<file path="config.mk">
export PLATFORM = sky130hd
export DESIGN_NAME = pipeline_ctrl_flat
export DESIGN_NICKNAME = d
export VERILOG_FILES = /design/src/rtl/pipeline_ctrl_pkg.sv /design/src/rtl/pipeline_ctrl_if.sv /design/src/rtl/pipeline_ctrl_sat_counter.sv /design/src/rtl/pipeline_ctrl.sv /design/src/flat_wrapper.sv
export SDC_FILE = /design/constraint.sdc
export NUM_CORES = 1
export LEC_CHECK = 0
export BUFFER_PORTS_ARGS = -buffer_cell sky130_fd_sc_hd__buf_4
export CAP_MARGIN = 10
export CORE_MARGIN = 2
export CORE_UTILIZATION = 45
export CTS_BUF_LIST = sky130_fd_sc_hd__clkbuf_2
export CTS_CLUSTER_SIZE = 20
export DETAILED_ROUTE_END_ITERATION = 10
export PLACE_DENSITY_LB_ADDON = 0.1
export SLEW_MARGIN = 30
export SYNTH_ARGS = -nofsm -noshare
export SYNTH_HDL_FRONTEND = slang
export SYNTH_SLANG_ARGS = --single-unit
</file>
<file path="constraint.sdc">
create_clock -name clk -period 5.8 [get_ports clk]
set_clock_uncertainty 0.05 [all_clocks]
set_input_delay 0.87 -clock clk [delete_from_list [all_inputs] [get_ports clk]]
set_output_delay 0.87 -clock clk [all_outputs]
set_load 0.03 [all_outputs]
</file>
<file path="src/rtl/pipeline_ctrl_pkg.sv">
// Shared types, state encodings and the RUN-state rule table for pipeline_ctrl.
package pipeline_ctrl_pkg;

    // Sequencer state; plain vector constants keep older tools happy.
    typedef logic [1:0] pipe_ctrl_state_t;
    localparam pipe_ctrl_state_t PC_RUN       = 2'd0;
    localparam pipe_ctrl_state_t PC_DMEM_WAIT = 2'd1;
    localparam pipe_ctrl_state_t PC_SQUASH    = 2'd2;

    // One cycle's worth of pipeline register enables.
    typedef struct packed {
        logic load_pc;
        logic load_if_id;
        logic load_id_ex;
        logic load_ex_mem;
        logic load_mem_wb;
        logic flush_if_id;
        logic flush_id_ex;
        logic pc_redirect;
    } pipe_ctrl_en_t;

    localparam pipe_ctrl_en_t EN_FREEZE = pipe_ctrl_en_t'(8'b00000_000);
    localparam pipe_ctrl_en_t EN_ALL    = pipe_ctrl_en_t'(8'b11111_000);
    // Wrong-path fetch in flight: hold PC, bubble whatever IF/ID receives.
    localparam pipe_ctrl_en_t EN_SQUASH = pipe_ctrl_en_t'(8'b01111_100);

    // Priority rules 2..6 of the RUN state, evaluated with no memory stall.
    function automatic pipe_ctrl_en_t run_rules(logic br, logic busy, logic lu);
        pipe_ctrl_en_t en;
        en = EN_ALL;
        if (br) begin
            en.pc_redirect = 1'b1;
            en.flush_id_ex = 1'b1;
            // A busy fetch is wrong-path; IF/ID holds and the squash state cleans up.
            if (busy) en.load_if_id  = 1'b0;
            else      en.flush_if_id = 1'b1;
        end else if (lu) begin
            en.load_pc     = 1'b0;
            en.load_if_id  = 1'b0;
            en.flush_id_ex = 1'b1;
        end else if (busy) begin
            en.load_pc     = 1'b0;
            en.flush_if_id = 1'b1;
        end
        return en;
    endfunction

endpackage

</file>
<file path="src/rtl/pipeline_ctrl_if.sv">
// Hazard inputs, register enables and perf counters between pipeline_ctrl and the datapath.
interface pipeline_ctrl_if #(
    parameter int unsigned CNT_W = 32
);
    logic             imem_busy_i;
    logic             dmem_req_i;
    logic             dmem_resp_i;
    logic             load_use_i;
    logic             br_mispredict_i;
    logic             load_pc_o;
    logic             load_if_id_o;
    logic             load_id_ex_o;
    logic             load_ex_mem_o;
    logic             load_mem_wb_o;
    logic             flush_if_id_o;
    logic             flush_id_ex_o;
    logic             pc_redirect_o;
    logic [CNT_W-1:0] stall_cnt_o;
    logic [CNT_W-1:0] flush_cnt_o;

    // Controller side.
    modport master (
        input  imem_busy_i, dmem_req_i, dmem_resp_i, load_use_i, br_mispredict_i,
        output load_pc_o, load_if_id_o, load_id_ex_o, load_ex_mem_o, load_mem_wb_o,
        output flush_if_id_o, flush_id_ex_o, pc_redirect_o, stall_cnt_o, flush_cnt_o
    );

    // Datapath side.
    modport slave (
        output imem_busy_i, dmem_req_i, dmem_resp_i, load_use_i, br_mispredict_i,
        input  load_pc_o, load_if_id_o, load_id_ex_o, load_ex_mem_o, load_mem_wb_o,
        input  flush_if_id_o, flush_id_ex_o, pc_redirect_o, stall_cnt_o, flush_cnt_o
    );
endinterface

</file>
<file path="src/rtl/pipeline_ctrl_sat_counter.sv">
// Saturating up-counter: sticks at all-ones instead of wrapping.
module pipeline_ctrl_sat_counter #(
    parameter int unsigned CNT_W = 32
) (
    input  logic             clk,
    input  logic             rst,
    input  logic             inc,
    output logic [CNT_W-1:0] count
);
    localparam logic [CNT_W-1:0] ONE = {{(CNT_W-1){1'b0}}, 1'b1};

    logic [CNT_W-1:0] count_q;

    // Count enabled cycles, holding at the maximum value.
    always_ff @(posedge clk or negedge rst) begin
        if (!rst) begin
            count_q <= '0;
        end else if (inc && (count_q != '1)) begin
            count_q <= count_q + ONE;
        end
    end

    assign count = count_q;
endmodule

</file>
<file path="src/rtl/pipeline_ctrl.sv">
// Stall/flush sequencer for the 5-stage pipeline: memory waits, load-use, redirects, squash.
module pipeline_ctrl
    import pipeline_ctrl_pkg::*;
#(
    parameter int unsigned CNT_W = 32
) (
    input  logic           clk,
    input  logic           rst,
    pipeline_ctrl_if.master bus
);
    pipe_ctrl_state_t state_q;
    pipe_ctrl_state_t state_d;
    pipe_ctrl_en_t    en;
    logic             mem_stall;
    logic             br_busy;

    // Next-state and enable decode; all enables forced low while reset is held.
    always_comb begin
        mem_stall = bus.dmem_req_i & ~bus.dmem_resp_i;
        br_busy   = bus.br_mispredict_i & bus.imem_busy_i;
        state_d   = state_q;
        en        = EN_FREEZE;
        case (state_q)
            PC_RUN: begin
                if (mem_stall) begin
                    state_d = PC_DMEM_WAIT;
                end else begin
                    en = run_rules(bus.br_mispredict_i, bus.imem_busy_i, bus.load_use_i);
                    if (br_busy) state_d = PC_SQUASH;
                end
            end
            PC_DMEM_WAIT: begin
                // Frozen until the response; a held mispredict is serviced on that cycle.
                if (bus.dmem_resp_i) begin
                    en      = run_rules(bus.br_mispredict_i, bus.imem_busy_i, bus.load_use_i);
                    state_d = br_busy ? PC_SQUASH : PC_RUN;
                end
            end
            PC_SQUASH: begin
                // PC already holds the target; new mispredicts here are wrong-path.
                if (!mem_stall) begin
                    en = EN_SQUASH;
                    if (!bus.imem_busy_i) state_d = PC_RUN;
                end
            end
            default: state_d = PC_RUN;
        endcase
        if (!rst) en = EN_FREEZE;
    end

    // Sequencer state register.
    always_ff @(posedge clk or negedge rst) begin
        if (!rst) begin
            state_q <= PC_RUN;
        end else begin
            state_q <= state_d;
        end
    end

    assign bus.load_pc_o     = en.load_pc;
    assign bus.load_if_id_o  = en.load_if_id;
    assign bus.load_id_ex_o  = en.load_id_ex;
    assign bus.load_ex_mem_o = en.load_ex_mem;
    assign bus.load_mem_wb_o = en.load_mem_wb;
    assign bus.flush_if_id_o = en.flush_if_id;
    assign bus.flush_id_ex_o = en.flush_id_ex;
    assign bus.pc_redirect_o = en.pc_redirect;

    pipeline_ctrl_sat_counter #(
        .CNT_W (CNT_W)
    ) u_stall_cnt (
        .clk   (clk),
        .rst   (rst),
        .inc   (~en.load_pc),
        .count (bus.stall_cnt_o)
    );

    pipeline_ctrl_sat_counter #(
        .CNT_W (CNT_W)
    ) u_flush_cnt (
        .clk   (clk),
        .rst   (rst),
        .inc   (en.pc_redirect),
        .count (bus.flush_cnt_o)
    );
endmodule

</file>
<file path="src/flat_wrapper.sv">
// flat-port wrapper written by rule: the top's interface ports become plain ports
module pipeline_ctrl_flat import pipeline_ctrl_pkg::*;
#(
    parameter int unsigned CNT_W = 32
)
  (clk, rst, bus_imem_busy_i, bus_dmem_req_i, bus_dmem_resp_i, bus_load_use_i, bus_br_mispredict_i, bus_load_pc_o, bus_load_if_id_o, bus_load_id_ex_o, bus_load_ex_mem_o, bus_load_mem_wb_o, bus_flush_if_id_o, bus_flush_id_ex_o, bus_pc_redirect_o, bus_stall_cnt_o, bus_flush_cnt_o);
  pipeline_ctrl_if #(.CNT_W(CNT_W)) bus_i ();
  input  logic clk;
  input  logic rst;
  input wire logic [$bits(bus_i.imem_busy_i)-1:0] bus_imem_busy_i;
  input wire logic [$bits(bus_i.dmem_req_i)-1:0] bus_dmem_req_i;
  input wire logic [$bits(bus_i.dmem_resp_i)-1:0] bus_dmem_resp_i;
  input wire logic [$bits(bus_i.load_use_i)-1:0] bus_load_use_i;
  input wire logic [$bits(bus_i.br_mispredict_i)-1:0] bus_br_mispredict_i;
  output wire logic [$bits(bus_i.load_pc_o)-1:0] bus_load_pc_o;
  output wire logic [$bits(bus_i.load_if_id_o)-1:0] bus_load_if_id_o;
  output wire logic [$bits(bus_i.load_id_ex_o)-1:0] bus_load_id_ex_o;
  output wire logic [$bits(bus_i.load_ex_mem_o)-1:0] bus_load_ex_mem_o;
  output wire logic [$bits(bus_i.load_mem_wb_o)-1:0] bus_load_mem_wb_o;
  output wire logic [$bits(bus_i.flush_if_id_o)-1:0] bus_flush_if_id_o;
  output wire logic [$bits(bus_i.flush_id_ex_o)-1:0] bus_flush_id_ex_o;
  output wire logic [$bits(bus_i.pc_redirect_o)-1:0] bus_pc_redirect_o;
  output wire logic [$bits(bus_i.stall_cnt_o)-1:0] bus_stall_cnt_o;
  output wire logic [$bits(bus_i.flush_cnt_o)-1:0] bus_flush_cnt_o;
  assign bus_i.imem_busy_i = bus_imem_busy_i;
  assign bus_i.dmem_req_i = bus_dmem_req_i;
  assign bus_i.dmem_resp_i = bus_dmem_resp_i;
  assign bus_i.load_use_i = bus_load_use_i;
  assign bus_i.br_mispredict_i = bus_br_mispredict_i;
  assign bus_load_pc_o = bus_i.load_pc_o;
  assign bus_load_if_id_o = bus_i.load_if_id_o;
  assign bus_load_id_ex_o = bus_i.load_id_ex_o;
  assign bus_load_ex_mem_o = bus_i.load_ex_mem_o;
  assign bus_load_mem_wb_o = bus_i.load_mem_wb_o;
  assign bus_flush_if_id_o = bus_i.flush_if_id_o;
  assign bus_flush_id_ex_o = bus_i.flush_id_ex_o;
  assign bus_pc_redirect_o = bus_i.pc_redirect_o;
  assign bus_stall_cnt_o = bus_i.stall_cnt_o;
  assign bus_flush_cnt_o = bus_i.flush_cnt_o;
  pipeline_ctrl #(.CNT_W(CNT_W)) u_core (.clk(clk), .rst(rst), .bus(bus_i));
endmodule
</file>
==> impl_metrics.ini, run 1 <==
[run_status]
status = complete, no violations

[clock_tree]
clock_latency_ns = 0.49
cts.sinks = 66
postCtsHoldBufs = 0
cts_root_buffer = clkbuf_2
clkSlewWorstSetupHoldPaths_ns = 0.19
ctsResizeCount = 0
postCtsSetupBuffers = 0
tritoncts = built
cts_buffers = 9
clock_path_buffers = 2
cts-htree-levels = 3

[floorplanning]
core_sq_um = 7290
rows = 31
die_area_sq_um = 8250
pin_count = 79
start_util_pct = 46.5
die_y_um = 90.8
die-width_um = 90.8

[critical_path]
cp_cell_sequence = buf_4, nand2b_1, nor3_2, buf_4
crit_path_end = bus_load_pc_o
r2r_start = u_core.u_flush_cnt.count[0]$_DFFE_PN0P_
start_kind = primary input
reg2reg_to = u_core.u_flush_cnt.count[1]$_DFFE_PN0P_
cp_data_required_time_ns = 4.88
ff2ff_setup_slack_ns = 3.22
cpPeakStageDelay_ns = 0.57
crit_path_top_delay_cell = nor3_2
cp.arrival_ns = 2.22
worstSetupPathDepth = 4
cp-end-kind = output port
cp_common_cell = buf_4
crit_path_start = rst
rr_worst_depth = 6
criticalPathCategory = in -> out
path_buf_inv = 2
path_delay_family = simple AND/OR/NAND/NOR gates
critPathMaxFanout = 33

[global_routing]
grt_pass1_wl_um = 12300
antenna_found_initial = 0
grt_pass1_vias = 2569
grt.total_usage_pct = 18.3
grt_max_degree = 39
grt-ovfl-total = 0

[worst_hold_path]
worstHoldPathType = in -> async

[power]
irDropWorstVdd_uv = 217
p_per_area_nw_per_um2 = 284
p_leak_nw = 2.01

[yosys]
synth-edff-count = 0
synth_flop_cell = dfrtp_1
synth_area_sq_um = 3390
synth_seq_cells = 66
synth_nets = 329
ys_seq_area_share_pct = 48.7
ys_types = 45
synth_area_leaders = dfrtp_1 (49%), xor2_1 (8.3%), xnor2_1 (6.5%), nand3_1 (3.7%), nand4_1 (3.1%)
syn_inst = 320
synth_top_cell_area_share_pct = 48.7
syn_avg_cell_area_sq_um = 10.6
ys_warn_count = 0
yosysTopAreaCell = dfrtp_1
async_flop_share_pct = 100

[cells_and_area]
area_growth_syn_to_layout_pct = 22.9
fin_nets = 414
finalInstanceArea_sq_um = 4170
layout-drive-gt1-share_pct = 27.8
diodes = 0

[routing]
detail_route.first_pass.iterations = 4
ant_nets = 0
drt_iter0_markers = 121
remaining_drc_errors = 0
wl_um = 7250
via_per_inst = 5.37
vias = 2731
wire_per_inst_um = 14.2

[run]
maxCapViolCount = 0

[sta]
max_slew_margin_pct = 37.3
post-route-min-period_ns = 3.14
fmax_ghz = 0.319
tightest_slew_ns = 0.933
rsz0062_at_grt = false
hold_viol = 0
setup_viol = 0
fin_crit_sh_pct = 54.1
finalSetupTns_ns = 0
finalMaxSlewViolations = 0

[place]
dpl-instance-area_sq_um = 4080
dp_hpwl_um = 5360
port_buffers = 78
place_congestion = 0.812
-- logic make-up (layout without fill, tap and decap cells) --
| kind of cell | count (synthesis) | count (layout) | synth area share (%) |
|---|---|---|---|
| mux | 5 | 5 | 1.55 |
| buf+inv | 13 | 103 | 1.77 |
| fa+ha+maj | 2 | 2 | 0.738 |
| simple gates | 152 | 152 | 27.0 |
| xor+xnor | 57 | 57 | 14.7 |
| compound gates | 25 | 25 | 5.57 |
| flops | 66 | 66 | 48.7 |
-- flip-flops by register name, indices dropped and copies added, names as in the netlist --
name                      cells
u_core.u_flush_cnt.count     32
u_core.u_stall_cnt.count     32
u_core.state_q                2
-- synthesized netlist by cell type, types with 4 or more instances --
master and n:
a21oi_1 5, nand3_1 25, and3_1 7, dfrtp_1 66, nand4_1 17, xnor2_1 25, xor2_1 32, nor4_1 9
o21ai_0 4, nor2_1 17, and4_1 6, nor3_1 20, inv_1 8, nand2_1 26
-- per-stage QoR --
stage	instances	power (mW)	util [%]	setup slack, ns	hold slack [ns]
floorplan	320	0.822	-	3.05	0.432
global placement	493	0.962	55.9	2.66	0.425
detailed placement	493	0.965	55.9	2.63	0.436
CTS	509	1.19	57.2	2.63	0.226
global route	509	1.25	57.2	2.47	0.235
finish	509	1.18	57.2	2.66	0.240
-- how the worst min path moves through the flow --
stage                                                     endpoint  slack, ns  cells after the start
after floorplan                      u_core.state_q[0]$_DFFE_PN0P_       0.43                      1
after global placement    u_core.u_flush_cnt.count[23]$_DFFE_PN0P_       0.42                      1
after detailed placement  u_core.u_flush_cnt.count[23]$_DFFE_PN0P_       0.44                      1
after CTS                 u_core.u_stall_cnt.count[15]$_DFFE_PN0P_       0.23                      1
after global routing      u_core.u_stall_cnt.count[16]$_DFFE_PN0P_       0.23                      1
final                     u_core.u_stall_cnt.count[18]$_DFFE_PN0P_       0.24                      1
-- metal layers --
metal  part of all wire (%)  track usage [%]  vias to the layer above
met2                     45             26.7                       61
met5                      0                0                        -
met1                     49             26.6                     1320
met4                    1.8             7.45                        0
li1                       -                -                     1338
met3                    4.7             3.76                       12
-- cell usage in the layout (no fill, tap or decap), types with 2 or more instances in the layout --
cell type | synthesis | layout
nor4b_1 | 3 | 3
and4_1 | 6 | 6
nor3_1 | 20 | 20
mux2i_1 | 3 | 3
nand4_1 | 17 | 17
nand3_2 | 2 | 2
a21oi_1 | 5 | 5
clkinvlp_4 | 0 | 3
clkbuf_2 | 0 | 9
clkinv_2 | 0 | 2
nor3_2 | 2 | 2
nand3_1 | 25 | 25
nand2_1 | 26 | 26
dfrtp_1 | 66 | 66
nor4_1 | 9 | 9
o21ai_0 | 4 | 4
xnor2_1 | 25 | 25
nor2_1 | 17 | 17
inv_1 | 8 | 8
mux2_2 | 2 | 2
nor3b_1 | 2 | 2
o21ba_2 | 2 | 2
nor4_4 | 3 | 3
and3_1 | 7 | 7
nor2b_1 | 2 | 2
buf_4 | 2 | 79
ha_1 | 2 | 2
a31oi_1 | 3 | 3
xor2_1 | 32 | 32
nand2b_1 | 2 | 2
o21a_1 | 3 | 3
or4b_4 | 2 | 2
-- power breakdown --
group	internal, mW	switching (mW)	leakage, nW
Combinational	0.143	0.212	1.10
Sequential	0.514	0.0845	0.859
Clock	0.0545	0.174	0.0517
-- area by class of cell --
cell class,count,area (sq um)
sequential,66,1650
timing repair buffer,79,593
inverter,8,30.0
clock inverter,7,45.0
fill,701,3120
clock buffer,9,45.0
tap,99,124
multi-input combinational,241,1680
No activity file was read; power rests on OpenSTA's default activity.
==> inputs of run 2 (changes only) <==
Clock period 5.8 ns to 2.6 ns, I/O delays scaled along.
==> impl_metrics.ini, run 2 (same netlist as run 1, synthesis figures left out) <==
[routing]
wl_um = 7610
drt_iter0_markers = 138
wl_met1_um = 3670
met2_wirelength_um = 3490
detail_route.first_pass.iterations = 4
ant_nets = 0
vias = 2773
top_layer_used = met4
remaining_drc_errors = 0
wl_met3_um = 389
via_per_inst = 5.39
wire_per_inst_um = 14.8

[cells_and_area]
fin_nets = 421
layout_commonest_cell = buf_4
final_cell_mix = buf_4 (85), dfrtp_1 (66), xor2_1 (32)
layout-drive-gt1-share_pct = 28.2
final_util_pct = 58.0
fill_cells = 660
area_growth_syn_to_layout_pct = 24.8
diodes = 0

[run_status]
status = complete, no violations

[critical_path]
reg2reg_to = u_core.u_stall_cnt.count[24]$_DFFE_PN0P_
ff2ff_setup_slack_ns = 0.35
crit_path_top_delay_cell = dlygate4sd3_1
cp-end-kind = output port
critPathMaxFanout = 17
criticalPathCategory = in -> out
rr_worst_depth = 6
cp_common_cell = buf_4
cp_cell_sequence = dlygate4sd3_1, buf_4, buf_4, nand2b_1, nor3_4, buf_4
path_delay_family = buffers and inverters
path_buf_inv = 4
cp_data_required_time_ns = 2.16
start_kind = primary input
r2r_start = u_core.u_stall_cnt.count[0]$_DFFE_PN0P_
cp.arrival_ns = 1.99
cpPeakStageDelay_ns = 0.53

[run]
maxCapViolCount = 0

[sta]
post-route-min-period_ns = 2.43
fmax_ghz = 0.411
setup_viol = 0
hold_viol = 0
tightest_slew_ns = 0.668
fin_crit_sh_pct = 93.6
finalSetupTns_ns = 0
finalMaxSlewViolations = 0
rsz0062_at_grt = false
max_slew_margin_pct = 55.4

[floorplanning]
core_sq_um = 7290
die_y_um = 90.8
die_area_sq_um = 8250
start_util_pct = 46.5
die-width_um = 90.8
pin_count = 79
rows = 31

[global_routing]
grt_pass1_wl_um = 12700
grt_max_degree = 54
antenna_found_initial = 0
grt_pass1_vias = 2513
grt-ovfl-total = 0
grt.total_usage_pct = 19.4

[worst_hold_path]
min_to = u_core.state_q[0]$_DFFE_PN0P_
worstHoldPathType = in -> reg
hold_start = bus_dmem_resp_i
hold_depth = 3

[place]
dp_hpwl_um = 5570
port_buffers = 78
place_congestion = 0.786

[clock_tree]
cts.sinks = 66
cts-htree-levels = 3
tritoncts = built
cts_root_buffer = clkbuf_2
clkSlewWorstSetupHoldPaths_ns = 0.16
clock_latency_ns = 0.47
clock_path_buffers = 2
cts_buffers = 9

[power]
p_per_area_nw_per_um2 = 636
p_leak_nw = 2.06
irDropWorstVdd_uv = 665
==> run 2: cell types whose count changed in the layout (fill, tap and decap cells not counted), sizes merged <==
| cell | before | now |
|---|---|---|
| buf | 79 | 85 |
| clkinvlp | 3 | 0 |
| bufinv | 0 | 1 |
| clkinv | 3 | 4 |
| dlygate4sd3 | 0 | 1 |
| inv | 9 | 8 |
==> run 2: routing by layer <==
metal  GRT usage [%]  vias up
li1                -     1341
met1            28.2     1350
met2            28.9       78
met3            3.84        4
met4            7.20        0
met5               0        -
==> run 2: per-stage QoR <==
step	area (sq um)	worst slack [ns]	hold slack [ns]	cells	power, mW
2_1_floorplan	3390	0.371	0.0444	320	1.83
3_3_place_gp	4120	0.364	0.347	499	2.15
3_5_place_dp	4120	0.348	0.355	499	2.16
4_1_cts	4230	0.0299	0.127	514	2.72
5_1_grt	4230	0.0707	0.149	514	2.87
6_report	4230	0.166	0.170	514	2.69
==> run 2: area by class of cell <==
class	count	area, sq um	share of cell area [%]
clock buffer	9	45.0	1.06
timing repair buffer	86	648	15.3
sequential	66	1650	39.0
multi-input combinational	241	1690	39.8
inverter	8	30.0	0.709
tap	99	124	2.93
clock inverter	5	47.5	1.12
==> run 2: worst min-delay path, cell delays in order <==
cell      delay (ns)
buf_4           0.09
o21bai_2        0.13
nor2_1          0.04
==> run 2: repair_timing <==
| action | in CTS | in global routing |
|---|---|---|
| gates resized for setup | 0 | 1 |
| hold buffers | 1 | 0 |
| hold endpoints to repair | 13 | 0 |
| setup endpoints to repair | 0 | 1 |
| setup buffers | 0 | 0 |
==> run 2: worst max path at each step <==
stage	startpoint	to	slack, ns	cells past startpoint
4_1_cts	rst	bus_load_pc_o	0.03	6
3_5_place_dp	u_core.u_stall_cnt.count[0]$_DFFE_PN0P_	u_core.u_stall_cnt.count[24]$_DFFE_PN0P_	0.35	6
5_1_grt	rst	bus_load_pc_o	0.07	6
6_report	rst	bus_load_pc_o	0.17	6
2_1_floorplan	u_core.u_flush_cnt.count[0]$_DFFE_PN0P_	u_core.u_flush_cnt.count[5]$_DFFE_PN0P_	0.37	7
3_3_place_gp	u_core.u_stall_cnt.count[0]$_DFFE_PN0P_	u_core.u_stall_cnt.count[24]$_DFFE_PN0P_	0.36	6
==> run 2: power by group <==
group | internal (mW) | switching (mW) | leakage, nW
clock | 0.203 | 0.352 | 0.0625
sequential | 1.15 | 0.181 | 0.859
combinational | 0.325 | 0.483 | 1.13
total | 1.68 | 1.02 | 2.06
==> inputs of run 3 (changes only) <==
Settings changed: CORE_ASPECT_RATIO set to 1.1.
==> impl_metrics.ini, run 3 (same netlist as run 1, synthesis figures left out) <==
[run_status]
status = complete, no violations

[routing]
remaining_drc_errors = 0
ant_nets = 0
wire_per_inst_um = 14.7
wl_um = 7440
via_per_inst = 5.43
drt_iter0_markers = 82
detail_route.first_pass.iterations = 4
vias = 2741

[clock_tree]
cts_buffers = 9
tritoncts = built
clock_latency_ns = 0.50
cts.sinks = 66
clock_path_buffers = 2
clkSlewWorstSetupHoldPaths_ns = 0.18
postCtsSetupBuffers = 0
cts-htree-levels = 3
cts_root_buffer = clkbuf_2

[sta]
holdWs_ns = 0.146
setup_viol = 0
hold_viol = 0
tightest_slew_ns = 0.683
finalMaxSlewViolations = 0
max_slew_margin_pct = 54.5
rsz0062_at_grt = false
fin_crit_sh_pct = 93.4
post-route-min-period_ns = 2.43
fmax_ghz = 0.412
setup_ws_ns = 0.173
finalSetupTns_ns = 0

[cells_and_area]
fill_cells = 673
layout_commonest_cell = buf_4
final_cell_mix = buf_4 (86), dfrtp_1 (66), xor2_1 (32)
regArea_sq_um = 1650
multi_input_area_sq_um = 1690
diodes = 0
area_growth_syn_to_layout_pct = 26.1
layout-drive-gt1-share_pct = 29.2
fin_nets = 422

[place]
dp_hpwl_um = 5470
pre_cts_slack_ns = 0.365
port_buffers = 78
place_congestion = 0.793

[critical_path]
start_kind = primary input
reg2reg_to = u_core.u_stall_cnt.count[24]$_DFFE_PN0P_
rr_worst_depth = 6
crit_path_end = bus_load_pc_o
criticalPathCategory = in -> out
cp-end-kind = output port
r2r_start = u_core.u_stall_cnt.count[0]$_DFFE_PN0P_
path_buf_inv = 4
cp.arrival_ns = 1.99
ff2ff_setup_slack_ns = 0.37
worstSetupPathDepth = 6
critPathMaxFanout = 16
crit_path_top_delay_cell = dlygate4sd3_1
path_delay_family = buffers and inverters
cpPeakStageDelay_ns = 0.53
cp_common_cell = buf_4
cp_cell_sequence = dlygate4sd3_1, buf_4, buf_4, nand2b_1, nor3_4, buf_4
crit_path_start = rst
cp_data_required_time_ns = 2.16

[floorplanning]
pin_count = 79
die-width_um = 86.8
die_y_um = 95.1
die_area_sq_um = 8250
start_util_pct = 45.9
core_sq_um = 7390
rows = 33

[global_routing]
grt_pass1_vias = 2466
grt-ovfl-total = 0
grt_pass1_wl_um = 12200
grt_max_degree = 55
grt.total_usage_pct = 18.8
antenna_found_initial = 0

[power]
irDropWorstVdd_uv = 516
p_total_mw = 2.87
p_seq_share_pct = 46.3
swShare_pct = 37.3
combPwrFrac_pct = 28.0
p_sw_mw = 1.07
clock_power_share_pct = 25.6
p_int_mw = 1.80
p_per_area_nw_per_um2 = 671
p_leak_nw = 2.09

[worst_hold_path]
worstHoldPathType = in -> reg

[run]
maxCapViolCount = 0
==> run 3: cell types whose count changed in the layout (fill, tap and decap cells not counted), sizes merged <==
cell,delta
buf,+1
bufinv,+1
clkinv,-1
inv,+2
==> run 3: what timing repair did <==
item,CTS,global route
hold buffers,1,0
resized for setup,0,1
endpoints found under the setup margin,0,1
endpoints found under the hold margin,12,0
==> run 3: cell type report <==
cell class | instances | share of cell area (%)
repair buffers | 87 | 15.3
clock inverters | 7 | 2.34
well taps | 87 | 2.54
flip-flops and latches | 66 | 38.6
multi-input cells | 241 | 39.4
clock buffers | 9 | 1.05
inverters | 8 | 0.702
==> run 3: per-layer routing <==
| metal | up-vias | share of wire, % | track usage [%] |
|---|---|---|---|
| met2 | 54 | 45 | 26.8 |
| li1 | 1348 | - | - |
| met4 | 0 | 1.4 | 7.03 |
| met5 | - | 0 | 0 |
| met1 | 1330 | 49 | 28.4 |
| met3 | 9 | 4.0 | 3.20 |
==> run 3: tightest hold or removal path, stage by stage <==
cell      delay [ns]
buf_4           0.09
o21bai_2        0.13
nor2_1          0.04
==> run 3: per-stage QoR <==
stage          instances  util, %  area [sq um]
3_5_place_dp         488     55.7          4120
3_3_place_gp         488     55.7          4120
5_1_grt              505     57.9          4280
2_1_floorplan        320        -          3390
6_report             505     57.9          4280
4_1_cts              505     57.8          4270
==> run 3: worst min path at each step <==
| stage | startpoint | end | slack (ns) | depth (start not counted) |
|---|---|---|---|---|
| 2_1_floorplan | rst | u_core.state_q[0]$_DFFE_PN0P_ | 0.04 | 0 |
| 3_3_place_gp | rst | u_core.u_stall_cnt.count[3]$_DFFE_PN0P_ | 0.35 | 2 |
| 3_5_place_dp | rst | u_core.u_stall_cnt.count[4]$_DFFE_PN0P_ | 0.34 | 2 |
| 4_1_cts | bus_dmem_resp_i | u_core.state_q[0]$_DFFE_PN0P_ | 0.11 | 3 |
| 5_1_grt | bus_dmem_resp_i | u_core.state_q[0]$_DFFE_PN0P_ | 0.11 | 3 |
| 6_report | bus_dmem_resp_i | u_core.state_q[0]$_DFFE_PN0P_ | 0.15 | 3 |
==> run 3: power by group through the flow <==
| stage | Sequential [mW] | Combinational (mW) | Clock (mW) |
|---|---|---|---|
| after floorplan | 1.54 | 0.290 | 0 |
| after global placement | 1.35 | 0.804 | 0 |
| after detailed placement | 1.35 | 0.810 | 0 |
| after CTS | 1.33 | 0.814 | 0.759 |
| after global routing | 1.36 | 0.876 | 0.802 |
| final | 1.33 | 0.804 | 0.735 |
